==> src/rtl/occupancy_counter.sv <==
// occupancy_counter: room occupancy count with BCD 7-segment display, full block and over-capacity alarm
module occupancy_counter #(
    parameter int CAPACITY     = 20,
    parameter int ALARM_CYCLES = 50000000,
    parameter int TIMER_W      = 26
) (
    input  logic             clk,
    input  logic             rst,
    input  logic             in_evt,
    input  logic             out_evt,
    output logic [6:0]       count,
    output logic [0:6]       hex0,
    output logic [0:6]       hex1,
    output logic             full,
    output logic             empty,
    output logic             block_in,
    output logic             alarm
);
    typedef enum logic [1:0] {S_EMPTY, S_OPEN, S_FULL, S_ALARM} state_t;
    localparam logic [6:0] CAP = 7'(CAPACITY);
    state_t state;
    logic [3:0] tens, ones;
    logic [TIMER_W-1:0] timer;
    logic in_s1, in_s2, in_h, in_arm, out_s1, out_s2, out_h, out_arm;
    logic [1:0] rdy;
    logic ent, ext, inc, dec;

    function automatic logic [0:6] seg(input logic [3:0] d);
        case (d)
            4'd0: seg = 7'b0000001;
            4'd1: seg = 7'b1001111;
            4'd2: seg = 7'b0010010;
            4'd3: seg = 7'b0000110;
            4'd4: seg = 7'b1001100;
            4'd5: seg = 7'b0100100;
            4'd6: seg = 7'b0100000;
            4'd7: seg = 7'b0001111;
            4'd8: seg = 7'b0000000;
            4'd9: seg = 7'b0000100;
            default: seg = 7'b1111111;
        endcase
    endfunction

    // synchronize inputs; an input only arms once it is seen low after the pipe has filled,
    // so a level held high through reset release never counts
    always_ff @(posedge clk or posedge rst) begin
        if (rst) begin
            {in_s1, in_s2, in_h, in_arm} <= '0;
            {out_s1, out_s2, out_h, out_arm} <= '0;
            rdy <= '0;
        end else begin
            in_s1   <= in_evt;
            in_s2   <= in_s1;
            in_h    <= in_s2;
            out_s1  <= out_evt;
            out_s2  <= out_s1;
            out_h   <= out_s2;
            rdy     <= {rdy[0], 1'b1};
            in_arm  <= in_arm | (rdy[1] & ~in_s2);
            out_arm <= out_arm | (rdy[1] & ~out_s2);
        end
    end

    assign ent = in_s2 & ~in_h & in_arm;
    assign ext = out_s2 & ~out_h & out_arm;
    assign inc = ent & ~ext;
    assign dec = ext & ~ent;

    // occupancy state machine with binary and BCD counts kept in step
    always_ff @(posedge clk or posedge rst) begin
        if (rst) begin
            state <= S_EMPTY;
            count <= '0;
            tens  <= '0;
            ones  <= '0;
            timer <= '0;
        end else if (inc) begin
            if (state == S_FULL || state == S_ALARM) begin
                state <= S_ALARM;
                timer <= TIMER_W'(ALARM_CYCLES - 1);
            end else begin
                count <= count + 7'd1;
                ones  <= ones == 4'd9 ? 4'd0 : ones + 4'd1;
                tens  <= ones == 4'd9 ? tens + 4'd1 : tens;
                state <= count + 7'd1 == CAP ? S_FULL : S_OPEN;
            end
        end else if (dec && state != S_EMPTY) begin
            count <= count - 7'd1;
            ones  <= ones == 4'd0 ? 4'd9 : ones - 4'd1;
            tens  <= ones == 4'd0 ? tens - 4'd1 : tens;
            timer <= '0;
            state <= count == 7'd1 ? S_EMPTY : S_OPEN;
        end else if (state == S_ALARM) begin
            timer <= timer == '0 ? '0 : timer - TIMER_W'(1);
            state <= timer == '0 ? S_FULL : S_ALARM;
        end
    end

    assign full     = count == CAP;
    assign empty    = count == 7'd0;
    assign block_in = state == S_FULL || state == S_ALARM;
    assign alarm    = state == S_ALARM;
    assign hex0     = seg(ones);
    assign hex1     = tens == 4'd0 ? 7'b1111111 : seg(tens);
endmodule

==> config.mk <==
export PLATFORM = sky130hd
export DESIGN_NAME = occupancy_counter
export DESIGN_NICKNAME = d
export VERILOG_FILES = /design/src/rtl/occupancy_counter.sv
export SDC_FILE = /design/constraint.sdc
export NUM_CORES = 1
export LEC_CHECK = 0
export ABC_AREA = 1
export CAP_MARGIN = 20
export CELL_PAD_IN_SITES_DETAIL_PLACEMENT = 1
export CELL_PAD_IN_SITES_GLOBAL_PLACEMENT = 2
export CORE_ASPECT_RATIO = 1.5
export CORE_MARGIN = 2
export CORE_UTILIZATION = 36
export DETAILED_ROUTE_END_ITERATION = 8
export PLACE_DENSITY = 0.94
export SETUP_SLACK_MARGIN = 0.1
export SLEW_MARGIN = 20
export SYNTH_ARGS = -nofsm -noshare
export SYNTH_HDL_FRONTEND = slang
export SYNTH_SLANG_ARGS = --single-unit
export TNS_END_PERCENT = 10
==> constraint.sdc <==
create_clock -name clk -period 3.9 [get_ports clk]
set_clock_uncertainty 0.2 [all_clocks]
set_input_delay 0.585 -clock clk [delete_from_list [all_inputs] [get_ports clk]]
set_output_delay 0.585 -clock clk [all_outputs]
set_load 0.05 [all_outputs]
=== After elaboration in Yosys (flattened, before gate mapping) ===
Memories as Yosys holds them, arrays and structs flattened.
Cells that the tools add are included.

* Muxes and demuxes: 26
* Add/subtract/negate cells: 7
* Bitwise operators: 16
* Equal/unequal tests: 9
* Reductions and logical operators: 13

{| class="wikitable"
|+ Operator list
! cell !! count
|-
| $mux W26 || 5
|-
| $mux W4 || 10
|-
| $mux W7 || 4
|-
| $logic_not A26 Y1 || 1
|-
| $sub A26 B1 Y26 const B || 1
|-
| $eq A7 B5 Y1 const B || 2
|-
| $mux W2 || 5
|-
| $add A4 B1 Y4 const B || 2
|-
| $and A1 B1 Y1 || 8
|-
| $logic_not A4 Y1 || 2
|-
| $sub A4 B1 Y4 const B || 2
|-
| $add A7 B1 Y7 const B || 1
|-
| $eq A7 B1 Y1 const B || 1
|-
| $logic_not A7 Y1 || 1
|-
| $sub A7 B1 Y7 const B || 1
|-
| $not A1 Y1 || 6
|-
| $reduce_bool A2 Y1 || 3
|-
| $eq A2 B2 Y1 const B || 2
|-
| $eq A4 B4 Y1 const B || 1
|-
| $ne A2 B2 Y1 const B || 2
|-
| $reduce_and A2 Y1 || 2
|-
| $reduce_and A4 Y1 || 1
|-
| $reduce_bool A3 Y1 || 1
|-
| $mux W1 || 2
|-
| other kinds (4) || 5
|}

* Word-level logic and storage cells: 87
* ROM bits: 224
* Memories: 2
* Output and inout port bits: 25
* Register bits: 53

{| class="wikitable"
|+ Memories
! name !! depth !! bits a word !! rd ports !! clocked after memory_dff !! wr ports !! RTL line !! text
|-
| (no name shown) || 16 || 7 || 1 || 0 || 0 || 29 || <nowiki>case (d)</nowiki>
|-
| (no name shown) || 16 || 7 || 1 || 0 || 0 || 29 ||
|}

=== Longest topological paths before layout ===
Gate-level depths: netlist of the first run.

* Depth in word-level cells: 8
* Gate-level depth with buffers: 12

=== Worst setup path before layout of the first run ===
Ideal clock, no wire load.

* Path type: register -> output
* Start: register ones[0]
* End: output port hex0[5] in the netlist's numbering
* Cell stages (with the launch flop): 4
* Data arrival time: 2576 ps
* Path slack: 539 ps
* Path through: dfrtp_1 -> inv_1 -> ha_1 -> o311ai_0

* Cells in the longest elaborated chain, start to end: 1

{| class="wikitable"
|+ Ends and longest elaborated chain
! element !! RTL line !! text
|-
| from (decl) || 22 || <nowiki>logic [3:0] tens, ones;</nowiki>
|-
| from (signal assigned) || 83 || <nowiki>ones <= ones == 4'd9 ? 4'd0 : ones + 4'd1;</nowiki>
|-
| from (signal assigned) || 89 || <nowiki>ones <= ones == 4'd0 ? 4'd9 : ones - 4'd1;</nowiki>
|-
| $mem_v2 Z16 W7 || - ||
|-
| to (decl) || 12 || <nowiki>output logic [0:6] hex0,</nowiki>
|}

No other way between the ends.

=== Final worst setup path of the first run ===
* Start: register tens[1]
* End: output port hex1[6] in the netlist's numbering

* Cells in the longest elaborated chain, start to end: 2
* Elaborated cells on any way between the ends: 3

{| class="wikitable"
|+ Ends and longest elaborated chain
! element !! RTL line !! text
|-
| from (decl) || 22 ||
|-
| from (signal assigned) || 84 || <nowiki>tens <= ones == 4'd9 ? tens + 4'd1 : tens;</nowiki>
|-
| from (signal assigned) || 90 || <nowiki>tens <= ones == 4'd0 ? tens - 4'd1 : tens;</nowiki>
|-
| $mem_v2 Z16 W7 or $logic_not A4 Y1 (tied branches) || - ||
|-
| $mux W7 * || 104 || <nowiki>assign hex1 = tens == 4'd0 ? 7'b1111111 : seg(tens);</nowiki>
|-
| to (decl) || 13 || <nowiki>output logic [0:6] hex1,</nowiki>
|}

Mark *: on every way between the ends. The rest lies on a longest branch, timed or not.

==> results of run 1 <==
-- worst max-delay path: stages (launching register included) --
cell and delay, ns:
dfrtp_1 0.45, inv_1 0.18, ha_1 0.18, nor3b_1 0.25, nor2_1 0.15, o21ai_0 0.09, clkdlybuf4s50_1 0.83
-- cells in the mapped netlist, drive strengths merged --
cell and instances:
buf 9, a21oi 18, and2 1, fa 1, dfrtp 53, nor3b 1, clkbuf 1, a211o 1
nand3 37, inv 70, o22ai 3, conb 1, xnor2 3, a22oi 4, ha 19, a211oi 1
xor2 13, nand3b 1, o211ai 1, nor3 3, or2 4, nand2 147, o21bai 7, nor2 100
o21ai 33, o311ai 1, nand4 3
-- per-stage QoR --
stage                     setup slack [ns]  utilization, %  cells
after floorplan                      0.539               -    536
after global placement                1.04            41.1    697
after detailed placement             0.988            41.1    697
after CTS                            0.655            42.8    705
after global routing                 0.522            42.8    705
final                                0.673            42.8    705
-- cell type report --
class                   count  area [um^2]  area share [%]
clock buffers               6          139            3.18
clock inverters             2         37.5           0.860
inverters                  70          263            6.02
multi-input cells         403         2130            48.8
flip-flops and latches     53         1330            30.4
well taps                 141          176            4.04
repair buffers             30          295            6.76
-- layout by cell type, fill, tap and decap left out, types with 2 or more instances in the layout --
master,n
o21ai_1,2
nand2_1,140
xor2_1,13
clkdlybuf4s50_1,28
or2_2,4
nor2_4,5
dfrtp_1,53
nor2_1,88
inv_2,5
nand4_1,3
xnor2_1,3
nor3_1,3
a21oi_1,17
o22ai_1,3
buf_4,2
nand2_2,3
inv_1,65
nor2_2,4
nand3_1,37
ha_1,19
o21bai_1,7
a22oi_1,3
clkbuf_16,5
nand2_4,4
o21ai_0,30
nor2_8,3
-- worst max path at each step --
stage | startpoint | endpoint | slack, ns
final | tens[1] | hex1[6] | 0.67
after global routing | tens[1] | hex1[0] | 0.52
after CTS | tens[1] | hex1[6] | 0.66
after detailed placement | tens[1] | hex1[6] | 0.99
after global placement | tens[0] | hex1[0] | 1.04
after floorplan | ones[0] | hex0[5] | 0.54
-- cells by family after synthesis --
logic type / synth area share [%]
compound gates: 10.6
xor+xnor: 3.70
fa+ha+maj: 6.80
buf+inv: 8.84
flops: 35.0
other cells: 0.0989
simple gates: 35.0
-- metal layers --
metal  global-route usage (%)  vias up
met5                        0        -
met4                     5.34        0
met3                     2.80        9
met2                     37.3       24
met1                     21.8     1698
li1                         -     1731
-- power groups by stage --
stage	clock network (mW)	registers [mW]	logic [mW]
after floorplan	0	1.02	1.52
after global placement	0	0.980	2.14
after detailed placement	0	0.998	2.19
after CTS	0.553	0.990	2.21
after global routing	0.573	1.03	2.40
final	0.542	0.986	2.18
-- state kept, by name, indices dropped and copies added (netlist names) --
name     flops
in_arm       1
in_s1        1
state        2
out_s2       1
tens         4
in_s2        1
in_h         1
out_s1       1
out_h        1
ones         4
out_arm      1
timer       26
count        7
rdy          2
==> out/metrics.cfg, run 1 <==
[outcome]
run_status = finished, final reports clean

[route]
avgViaCountPerCell = 4.91
vias = 3462
antenna_left = 0
wl_met1_um = 4090
wl_met2_um = 5660
wire_per_inst_um = 14.3
drt_first_pass_iters = 4
wl_met3_um = 174
drc_errors = 0
wirelength_um = 10100
drt_iter0_drc = 83
highest_layer = met4

[layout]
drive_above_1_share_pct = 7.27
nets = 587
nFillCells = 1317
finish.instance_area_mm2 = 0.00437
area_growth_pct = 15.2
antennaDiodeCount = 0

[sta]
maxSlewViolCount = 0
fin_crit_ns = 3.23
rsz0062_at_grt = no
slew-limit-headroom_pct = 54.2
tightest_slew_ns = 0.686
finalSetupTns_ns = 0
hold_ws_ns = 0.138
fin_crit_sh_pct = 82.7
fmax_mhz = 310
finalSetupViolCount = 0
hold_violations = 0

[global_route]
antenna_found_initial = 0
grt_pass1_vias = 3756
overflow = 0
groute.usage.overall_pct = 19.4
grt_pass1_wl_um = 17500
grt_max_degree = 30

[logic_synthesis]
synthesis.nets = 560
synth_seq_area_share_pct = 35.0
ys_warn_count = 0
yosysUniqueCellTypes = 39
syn_avg_cell_area_um2 = 7.07
syn-instance-count = 536
synth_top_area_share_pct = 35.0
synth_area_mm2 = 0.00379
ys_seq_elements = 53
synth_top_area_cell = dfrtp_1
synthTopCellsByArea = dfrtp_1, nand2_1, nor2_1

[worst_setup_path]
reg2reg_slack_ns = 1.74
crit_fanout = 6
worst_r2r_path_depth = 9
worst_r2r_startpoint = in_s2
crit_required_ns = 3.12
rr_endpoint = timer[10]
startpoint_type = flop
path_class = flop to output pin
worstSetupEndpointType = output pin
critPathArrivalTime_ns = 2.44

[pwr]
p_sw_mw = 1.92
p_total_mw = 3.71
seqPwrFrac_pct = 26.6
power_frac_comb_pct = 58.8
vdd_drop_max_mv = 0.702
p_clk_share_pct = 14.6
switching_share_pct = 51.7
powerDensity_mw_per_mm2 = 849
internal-power_mw = 1.79
p_leak_nw = 2.10

[worst_hold_path]
whs_path_depth = 0
hold_class = flop to flop
hp-start = out_s1
hold_path_end = out_s2

[die]
die_y_um = 130
die_area_mm2 = 0.0114
die_x_um = 87.8
num_rows = 45
ios = 29
start_util_pct = 37.2
core_area_mm2 = 0.0102

[clocking]
htree_levels = 2
clock-sinks = 53
cts.path.max_buffers = 2
cts_tree = yes
hold_buffers = 0
post_cts_buffers = 0
clkLatencyLatePin_ns = 0.31
root_buffer = clkbuf_16
ctsResizeCount = 0
cts.clk_slew.worst_paths_ns = 0.08
cts_made_buffers = 5

[place]
placed_area_mm2 = 0.00419
finalWeightedCongestion = 0.834
portBuffers = 28
post-dp-hpwl_um = 7640

[job]
maxCapViolCount = 0

No activity file was read; power rests on OpenSTA's default activity.
==> inputs of run 2 (changes only) <==
- CORE_UTILIZATION: 36 -> 30
- PLACE_DENSITY: 0.94 -> 0.85
- clock period: 3.9 -> 2.6 ns (I/O delays scaled with it)
==> run 2 against run 1 <==
  * Sequential share of layout area decreased by 0.98 points
  * Combinational power increased by 71%
  * Sequential power increased by 50%
  * Worst hold slack improved by 0.014 ns
  * Clock-buffer cell count decreased by 1
  * Register-to-register slack got worse by 1.3 ns
  * Via count increased by 0.98%
  * Utilization decreased by 6.4 points
  * Routed wire length increased by 3.8%
  * Critical path depth unchanged
  * Largest cell class unchanged
  * Largest power group unchanged
  * Highest routed layer unchanged
==> out/metrics.cfg, run 2 (synthesis results as in run 1) <==
[pwr]
p_leak_nw = 2.19  ; was 2.10 nW
internal-power_mw = 2.97  ; was 1.79 mW
p_sw_mw = 3.01  ; was 1.92 mW
powerDensity_mw_per_mm2 = 1320  ; was 849 mW/mm^2
seqPwrFrac_pct = 24.8  ; was 26.6%
p_clk_share_pct = 13.0  ; was 14.6%
switching_share_pct = 50.4  ; was 51.7%
vdd_drop_max_mv = 0.674  ; was 0.702 mV
power_frac_comb_pct = 62.2  ; was 58.8%

[worst_hold_path]
hold_class = flop to flop  ; unchanged
whs_path_depth = 0  ; unchanged

[layout]
mostFrequentLayoutCell = nand2_1  ; unchanged
layout_common_cells = nand2_1, nor2_1, inv_1, dfrtp_1, nand3_1  ; unchanged
nets = 592  ; was 587
largest_reg_flops = 26  ; unchanged
drive_above_1_share_pct = 11.4  ; was 7.27%
area_growth_pct = 19.2  ; was 15.2%
top_register = timer  ; unchanged
final_cells = 725  ; was 705
antennaDiodeCount = 0  ; unchanged
biggestRegsByFlops = timer: 26 flops, count: 7 flops  ; unchanged

[sta]
tightest_slew_ns = 0.545  ; was 0.686 ns
maxSlewViolCount = 0  ; unchanged
hold_violations = 0  ; unchanged
fin_crit_sh_pct = 94.6
finalSetupTns_ns = 0  ; unchanged
rsz0062_at_grt = yes  ; was no
fmax_mhz = 407
finalSetupViolCount = 0  ; unchanged
slew-limit-headroom_pct = 63.7  ; was 54.2%
fin_crit_ns = 2.46

[route]
avgViaCountPerCell = 4.82  ; was 4.91
drc_errors = 0  ; unchanged
wire_per_inst_um = 14.4  ; was 14.3 um
wirelength_um = 10400  ; was 10100 um
drt_first_pass_iters = 4  ; unchanged
antenna_left = 0  ; unchanged
drt_iter0_drc = 88  ; was 83
vias = 3496  ; was 3462

[die]
start_util_pct = 30.6  ; was 37.2%
die_y_um = 142  ; was 130 um
core_area_mm2 = 0.0124  ; was 0.0102 mm^2
die_area_mm2 = 0.0136  ; was 0.0114 mm^2
die_x_um = 95.8  ; was 87.8 um
ios = 29  ; unchanged
num_rows = 50  ; was 45

[clocking]
ctsResizeCount = 6  ; was 0
htree_levels = 2  ; unchanged
root_buffer = clkbuf_16  ; unchanged
clock-sinks = 53  ; unchanged
cts_tree = yes  ; unchanged
hold_buffers = 0  ; unchanged
post_cts_buffers = 0  ; unchanged
cts.path.max_buffers = 2  ; unchanged
cts.clk_slew.worst_paths_ns = 0.07  ; was 0.08 ns
cts_made_buffers = 5  ; unchanged
clkLatencyLatePin_ns = 0.30  ; was 0.31 ns

[worst_setup_path]
crit_fanout = 5  ; was 6
worst_r2r_path_depth = 11  ; was 9
startpoint_type = flop  ; unchanged
worstSetupEndpointType = output pin  ; unchanged
critPathArrivalTime_ns = 1.87  ; was 2.44 ns
slowest_delay_ns = 0.42  ; was 0.83 ns
path_delay_family = flip-flops  ; was buffers and inverters
cp.buffers_inverters = 3  ; was 2
crit_chain = inv_1 > ha_1 > nand2_1 > inv_1 > o21ai_0 > buf_12  ; was inv_1 > ha_1 > nor3b_1 > nor2_1 > o21ai_0 > clkdlybuf4s50_1
path_class = flop to output pin  ; unchanged
crit_top_cell = inv_1
critPathSlowestCell = dfrtp_1  ; was clkdlybuf4s50_1
cp_num_cells = 6  ; unchanged
crit_required_ns = 2.01  ; was 3.12 ns

[place]
portBuffers = 28  ; unchanged
post-dp-hpwl_um = 8050  ; was 7640 um
finalWeightedCongestion = 0.850  ; was 0.834
placed_cells = 717  ; was 697

[global_route]
grt_pass1_vias = 3799  ; was 3756
grt_pass1_wl_um = 17900  ; was 17500 um
grt_max_degree = 54  ; was 30
overflow = 0  ; unchanged
groute.usage.overall_pct = 16.7  ; was 19.4%
antenna_found_initial = 0  ; unchanged

[job]
maxCapViolCount = 0  ; unchanged

[outcome]
run_status = finished, final reports clean  ; unchanged

==> run 2: cell count changes in the layout (fill, tap and decap cells not counted), moves of 2 or more <==
| cell | previous run | this run |
|---|---|---|
| buf_12 | 0 | 10 |
| clkdlybuf4s50_1 | 28 | 12 |
| buf_4 | 2 | 11 |
| o21ai_0 | 30 | 27 |
| dfrtp_2 | 0 | 2 |
| dfrtp_1 | 53 | 51 |
| dlygate4sd2_1 | 0 | 2 |
| o21ai_1 | 2 | 5 |
==> run 2: per-layer routing <==
| layer | share of wire (%) | vias to the layer above | global-route usage, % |
|---|---|---|---|
| li1 | - | 1738 | - |
| met1 | 39 | 1696 | 18.1 |
| met2 | 56 | 42 | 31.9 |
| met3 | 2.1 | 20 | 2.66 |
| met4 | 2.5 | 0 | 5.56 |
| met5 | 0 | - | 0 |
==> run 2: layout make-up <==
type	instances	area [um^2]
fillers	1569	7870
multi-input cells	403	2140
flip-flops and latches	53	1330
repair buffers	35	420
inverters	70	263
well taps	156	195
clock buffers	5	125
clock inverters	3	46.3
==> run 2: metrics by stage <==
stage | total power [mW] | cell area [um^2] | hold WS [ns] | worst slack [ns] | utilization, %
after floorplan | 3.82 | 3800 | 0.131 | 0.000200 | -
after global placement | 5.12 | 4340 | 0.134 | 0.356 | 35.1
after detailed placement | 5.24 | 4340 | 0.142 | 0.254 | 35.1
after CTS | 6.05 | 4520 | 0.159 | 0.117 | 36.5
after global routing | 6.42 | 4520 | 0.159 | 0.0164 | 36.5
final | 5.98 | 4520 | 0.151 | 0.140 | 36.5
==> run 2: final timing paths <==
check,start,end,slack [ns]
worst max-delay path,ones[0],hex0[3],0.14
worst min-delay path,out_s1,out_s2,0.15
worst max register to register,out_s2,tens[3],0.49
worst min register to register,out_s1,out_s2,0.15
max in group asynchronous,rst,tens[1],1.68
min in group asynchronous,rst,out_s2,0.26
==> run 2: worst reg2reg max path, stage by stage (launching register included) <==
cell and delay, ns:
dfrtp_1 0.39, inv_2 0.06, nor2_4 0.09, nand2_4 0.09
nand2_4 0.25, ha_1 0.34, nand2_1 0.09, nor2_1 0.05
a211oi_1 0.22, xor2_1 0.17, nand2_1 0.06, nand2_1 0.05
==> run 2: power groups by stage <==
stage / logic (mW) / registers, mW / clock network, mW
after floorplan: 2.28 / 1.54 / 0
after global placement: 3.65 / 1.47 / 0
after detailed placement: 3.75 / 1.49 / 0
after CTS: 3.76 / 1.48 / 0.809
after global routing: 4.06 / 1.54 / 0.830
final: 3.72 / 1.48 / 0.778
==> inputs of run 3 (changes only) <==
- CORE_MARGIN: 2 -> 3
==> run 3 against run 2 <==
  * Utilization rose by 0.51 points
  * Clock-buffer cell count is 2 higher
  * Sequential cell count stayed put
  * Via count is 0.11% lower
  * Sequential share of layout area about the same
==> out/metrics.cfg, run 3 (synthesis results as in run 1) <==
[sta]
rsz0062_at_grt = no  ; was yes
finalSetupTns_ns = 0  ; unchanged
fmax_mhz = 420  ; was 407 MHz
hold_violations = 0  ; unchanged
fin_ws_ns = 0.221  ; was 0.140 ns
tightest_slew_ns = 0.529  ; was 0.545 ns
fin_crit_ns = 2.38  ; was 2.46 ns
slew-limit-headroom_pct = 64.6  ; was 63.7%
finalSetupViolCount = 0  ; unchanged
maxSlewViolCount = 0  ; unchanged
fin_crit_sh_pct = 91.5  ; was 94.6%

[worst_setup_path]
crit_fanout = 12  ; was 5
crit_required_ns = 2.01  ; about the same
reg2reg_slack_ns = 0.44  ; was 0.49 ns
critPathSlowestCell = dlygate4sd2_1  ; was dfrtp_1
path_delay_family = buffers and inverters  ; was flip-flops
crit_chain = nor2_1 > nand2_1 > nand2_1 > dlygate4sd2_1  ; was inv_1 > ha_1 > nand2_1 > inv_1 > o21ai_0 > buf_12
startpoint_type = flop  ; unchanged
slowest_delay_ns = 0.53  ; was 0.42 ns
critPathArrivalTime_ns = 1.79  ; was 1.87 ns
path_class = flop to output pin  ; unchanged
worstSetupEndpointType = output pin  ; unchanged
crit_top_cell = nand2_1  ; was inv_1
cp.buffers_inverters = 1  ; was 3

[die]
num_rows = 49  ; was 50
die_area_mm2 = 0.0140  ; was 0.0136 mm^2
core_area_mm2 = 0.0122  ; was 0.0124 mm^2
start_util_pct = 31.1  ; was 30.6%
die_y_um = 144  ; was 142 um
die_x_um = 97.8  ; was 95.8 um
ios = 29  ; unchanged

[pwr]
p_clk_share_pct = 13.3  ; was 13.0%
switching_share_pct = 50.0  ; was 50.4%
power_frac_comb_pct = 61.9  ; was 62.2%
p_leak_nw = 2.19  ; about the same
internal-power_mw = 2.99  ; was 2.97 mW
powerDensity_mw_per_mm2 = 1320  ; about the same
seqPwrFrac_pct = 24.8  ; about the same
vdd_drop_max_mv = 0.781  ; was 0.674 mV
p_sw_mw = 2.99  ; was 3.01 mW

[route]
drc_errors = 0  ; unchanged
drt_first_pass_iters = 4  ; unchanged
wire_per_inst_um = 14.6  ; was 14.4 um
drt_iter0_drc = 49  ; was 88
vias = 3492  ; was 3496
antenna_left = 0  ; unchanged
wirelength_um = 10500  ; was 10400 um
avgViaCountPerCell = 4.84  ; was 4.82

[layout]
area_growth_pct = 19.1  ; was 19.2%
layout_common_cells = nand2_1, nor2_1, inv_1, dfrtp_1, nand3_1  ; unchanged
mostFrequentLayoutCell = nand2_1  ; unchanged
top_register = timer  ; unchanged
antennaDiodeCount = 0  ; unchanged
largest_reg_flops = 26  ; unchanged
final_util_pct = 37.0  ; was 36.5%
drive_above_1_share_pct = 11.6  ; was 11.4%
biggestRegsByFlops = timer: 26 flops, count: 7 flops  ; unchanged
finish.instance_area_mm2 = 0.00451  ; was 0.00452 mm^2
nets = 591  ; was 592

[clocking]
root_buffer = clkbuf_16  ; unchanged
cts.path.max_buffers = 2  ; unchanged
post_cts_buffers = 0  ; unchanged
htree_levels = 2  ; unchanged
cts.clk_slew.worst_paths_ns = 0.07  ; about the same
clock-sinks = 53  ; unchanged
clkLatencyLatePin_ns = 0.29  ; was 0.30 ns
cts_tree = yes  ; unchanged
cts_made_buffers = 5  ; unchanged

[place]
finalWeightedCongestion = 0.833  ; was 0.850
placed_area_mm2 = 0.00433  ; was 0.00434 mm^2
portBuffers = 28  ; unchanged
pre_cts_slack_ns = 0.254  ; about the same
post-dp-hpwl_um = 8130  ; was 8050 um

[job]
maxCapViolCount = 0  ; unchanged

[worst_hold_path]
hold_class = flop to flop  ; unchanged

[global_route]
overflow = 0  ; unchanged
grt_max_degree = 36  ; was 54
antenna_found_initial = 0  ; unchanged
groute.usage.overall_pct = 15.8  ; was 16.7%
grt_pass1_vias = 3778  ; was 3799
grt_pass1_wl_um = 18100  ; was 17900 um

[outcome]
run_status = finished, final reports clean  ; unchanged

## run 3: layout make-up
type                            instances  area [um^2]
Inverter                               70          263
Multi-Input combinational cell        403         2150
Sequential cell                        53         1330
Fill cell                            1543         7690
Timing Repair Buffer                   34          413
Clock buffer                            7          143
Clock inverter                          1         30.0
Tap cell                              153          191
## run 3: metal layers
layer	vias up	global-route usage [%]	share of wire, %
met5	-	0	0
met4	0	5.54	2.4
met3	19	2.48	2.1
met2	42	30.7	56
met1	1699	17.2	39
li1	1732	-	-
## run 3: metrics by stage
step	power (mW)	hold slack (ns)	cells
after CTS	6.03	0.152	721
after global placement	5.11	0.136	713
after detailed placement	5.22	0.136	713
final	5.97	0.149	721
after global routing	6.45	0.163	721
after floorplan	3.82	0.131	536
## run 3: what timing repair did
| action | 4_1_cts | 5_1_grt |
|---|---|---|
| hold endpoints to repair | 0 | 0 |
| setup endpoints to repair | 9 | 8 |
| gates cloned | 0 | 0 |
| gates resized for setup | 6 | 7 |
| pin swaps | 0 | 1 |
| hold buffers | 0 | 0 |
## run 3: power by group through the flow
stage          registers, mW  clock network [mW]  logic, mW
3_5_place_dp            1.49                   0       3.72
5_1_grt                 1.54               0.849       4.06
4_1_cts                 1.48               0.813       3.74
3_3_place_gp            1.47                   0       3.63
6_report                1.48               0.795       3.70
2_1_floorplan           1.54                   0       2.28
## run 3: worst register-to-register path, cell delays in order, from the launching register on
cell and delay [ns]:
dfrtp_1 0.38, inv_1 0.17, ha_1 0.23, nand2_1 0.14, nor2_2 0.37, nand3_1 0.21
inv_1 0.12, nand3_1 0.07, nand3_1 0.08, a21oi_1 0.08
## run 3: path summary, 6_finish.rpt
path | start | to | depth (start not counted)
worst max-delay path | ones[2] | hex0[2] | 4
worst min-delay path | out_s1 | out_s2 | 0
worst max register to register | timer[0] | timer[22] | 9
worst min register to register | out_s1 | out_s2 | 0
max in group asynchronous | rst | timer[22] | 3
min in group asynchronous | rst | ones[3] | 2
==> RTL change: new RTL, config.mk and constraints of run 3 <==
The parameter `TIMER_W` goes from 26 to 18.
--- a/src/rtl/occupancy_counter.sv
+++ b/src/rtl/occupancy_counter.sv
@@ -3,5 +3,5 @@
     parameter int CAPACITY     = 20,
     parameter int ALARM_CYCLES = 50000000,
-    parameter int TIMER_W      = 26
+    parameter int TIMER_W      = 18
 ) (
     input  logic             clk,
Function: same outputs for any inputs over 10 cycles, from zero or initial values and one cycle with rst high; that may be too few to reach the edited logic, so the function may still have changed.
==> RTL change against run 3 <==
- worst setup slack lost 85 ps
- synthesized cell count decreased by 18%
- area after synthesis decreased by 14%
- fmax down 3.5%
- critical endpoint is now hex0[4]
- design area is 12% lower
- routed wire length is 16% lower
- sequential cell count down 8
- power shrank 4.4%
- largest cell class unchanged
- critical path depth up 1
==> RTL change: results (changes against run 3) <==
Status
  • Status: completed

Setup path
  • Crit-path leading delay family: adder cells
  • Largest stage delay, worst path: 450 ps (-80 ps)
  • Worst Setup SP: ones[0]$_DFFE_PP0P_
  • Reg2reg end: tens[3]$_DFFE_PP0P_
  • CP max FO: 6 (-6)
  • Slowest cell on crit path: dfrtp_1
  • Worst flop-to-flop path startpoint: in_s2$_DFF_PP0_
  • Reg2Reg Setup Slack: 520 ps (+80 ps)
  • Crit path arrival time: 1870 ps (+80 ps)

GRT
  • Met1 global-route usage: 0.1677 (-0.004137)
  • Gr usage total: 0.1559 (-0.001953)
  • GRT met3 Usage: 0.02469 (-0.00007795)
  • Vias in the first global route: 3,293 (-13%)
  • Largest net degree at the start of global routing: 46 (+28%)
  • First-pass GRT wire length: 15.46 mm (-15%)
  • Met2 usage: 0.2982 (-0.008953)

Synth
  • Syn nets: 466 (-17%)
  • Area contributors post-synth: dfrtp_1, nand2_1, ha_1
  • Sequential area share after synthesis: 0.3443 (-0.005535)
  • Most frequent cells after synthesis: nand2_1, inv_1, nor2_1
  • Netlist cell types: 40 (+2.6%)

Placement
  • HPWL Detailed: 6.685 mm (-18%)
  • Routability cong.: 0.8973 (+7.7%)
  • Placed instance area: 3779 sq um (-13%)

Power and ir drop
  • P_leak: 1.883 nW (-14%)

Timing
  • Hold Slack: 153.0 ps (+4.537 ps)
  • Max transition margin: 0.5798 (-0.06661)

Routing
  • Detailed Route WL: 8.891 mm (-16%)
  • Via Count: 2,940 (-16%)
  • Initial DRC Count: 65 (+33%)

CTS
  • CTS H-tree lvls: 2 (unchanged)
  • Clock Path Buffers: 2 (unchanged)

Final layout
  • Biggest regs: timer x18, count x7
  • Layout cells sized above 1: 0.1501 (+0.03391)
  • NumNets Final: 496 (-16%)

Worst hold path
  • Hold Crit Start: in_s1$_DFF_PP0_
  • Hold EP: in_s2$_DFF_PP0_
-- RTL change: cell count changes after synthesis, sizes merged, moves of 5 or more --
cell	delta
a21oi	-6
dfrtp	-8
inv	-6
nand2	-43
nand4	+5
nor2	-40
o21ai	+8
o21bai	-5
-- RTL change: area by class of cell --
cell class	count	area [sq um]
Clock inverter	3	65.06
Inverter	64	245.2
Clock buffer	5	125.1
Sequential cell	45	1127
Tap cell	144	180.2
Fill cell	1340	6615
Multi-Input combinational cell	324	1847
Timing Repair Buffer	32	385.4
-- RTL change: per-stage QoR --
step	power [mW]	TNS [ps]	std cells	setup slack, ps
final	5.713	0	617	135.6
after global routing	6.142	0	617	49.45
after CTS	5.784	0	617	106.1
after detailed placement	4.902	0	609	276.4
after global placement	4.822	0	609	352.9
after floorplan	3.591	-10.76	442	-10.76
-- RTL change: timing repair --
| item | in CTS | in global routing |
|---|---|---|
| gates resized for setup | 5 | 3 |
| pin swaps | 0 | 1 |
| hold buffers | 0 | 0 |
| cloned | 0 | 0 |
| endpoints found under the setup margin | 8 | 10 |
| setup buffers | 0 | 0 |
-- RTL change: cells by family (layout without fill, tap and decap cells) --
kind of cell,Yosys count,in the layout,share of synthesized area
DFF,45,45,0.3443
adders and majority gates,20,20,0.07881
xor gates and xnor gates,19,19,0.05088
other,1,1,0.001147
and+or+nand+nor,221,221,0.3068
buffers and inverters,73,104,0.09487
AOI/OAI and AO/OA,63,63,0.1232
-- RTL change: how the worst max path moves through the flow --
| stage | end |
|---|---|
| 2_1_floorplan | hex0[4] |
| 3_3_place_gp | hex0[2] |
| 3_5_place_dp | hex0[6] |
| 4_1_cts | hex1[0] |
| 5_1_grt | hex1[0] |
| 6_report | hex0[4] |
-- RTL change: power breakdown --
part,switching (mW),internal [mW]
registers,0.340,0.913
logic,2.27,1.35
clock network,0.294,0.550
-- RTL change: routing by layer --
metal / wire length (um) / up-vias
met3: 161 / 12
met2: 4890 / 26
met5: 0 / -
met1: 3602 / 1437
li1: - / 1465
met4: 237 / 0
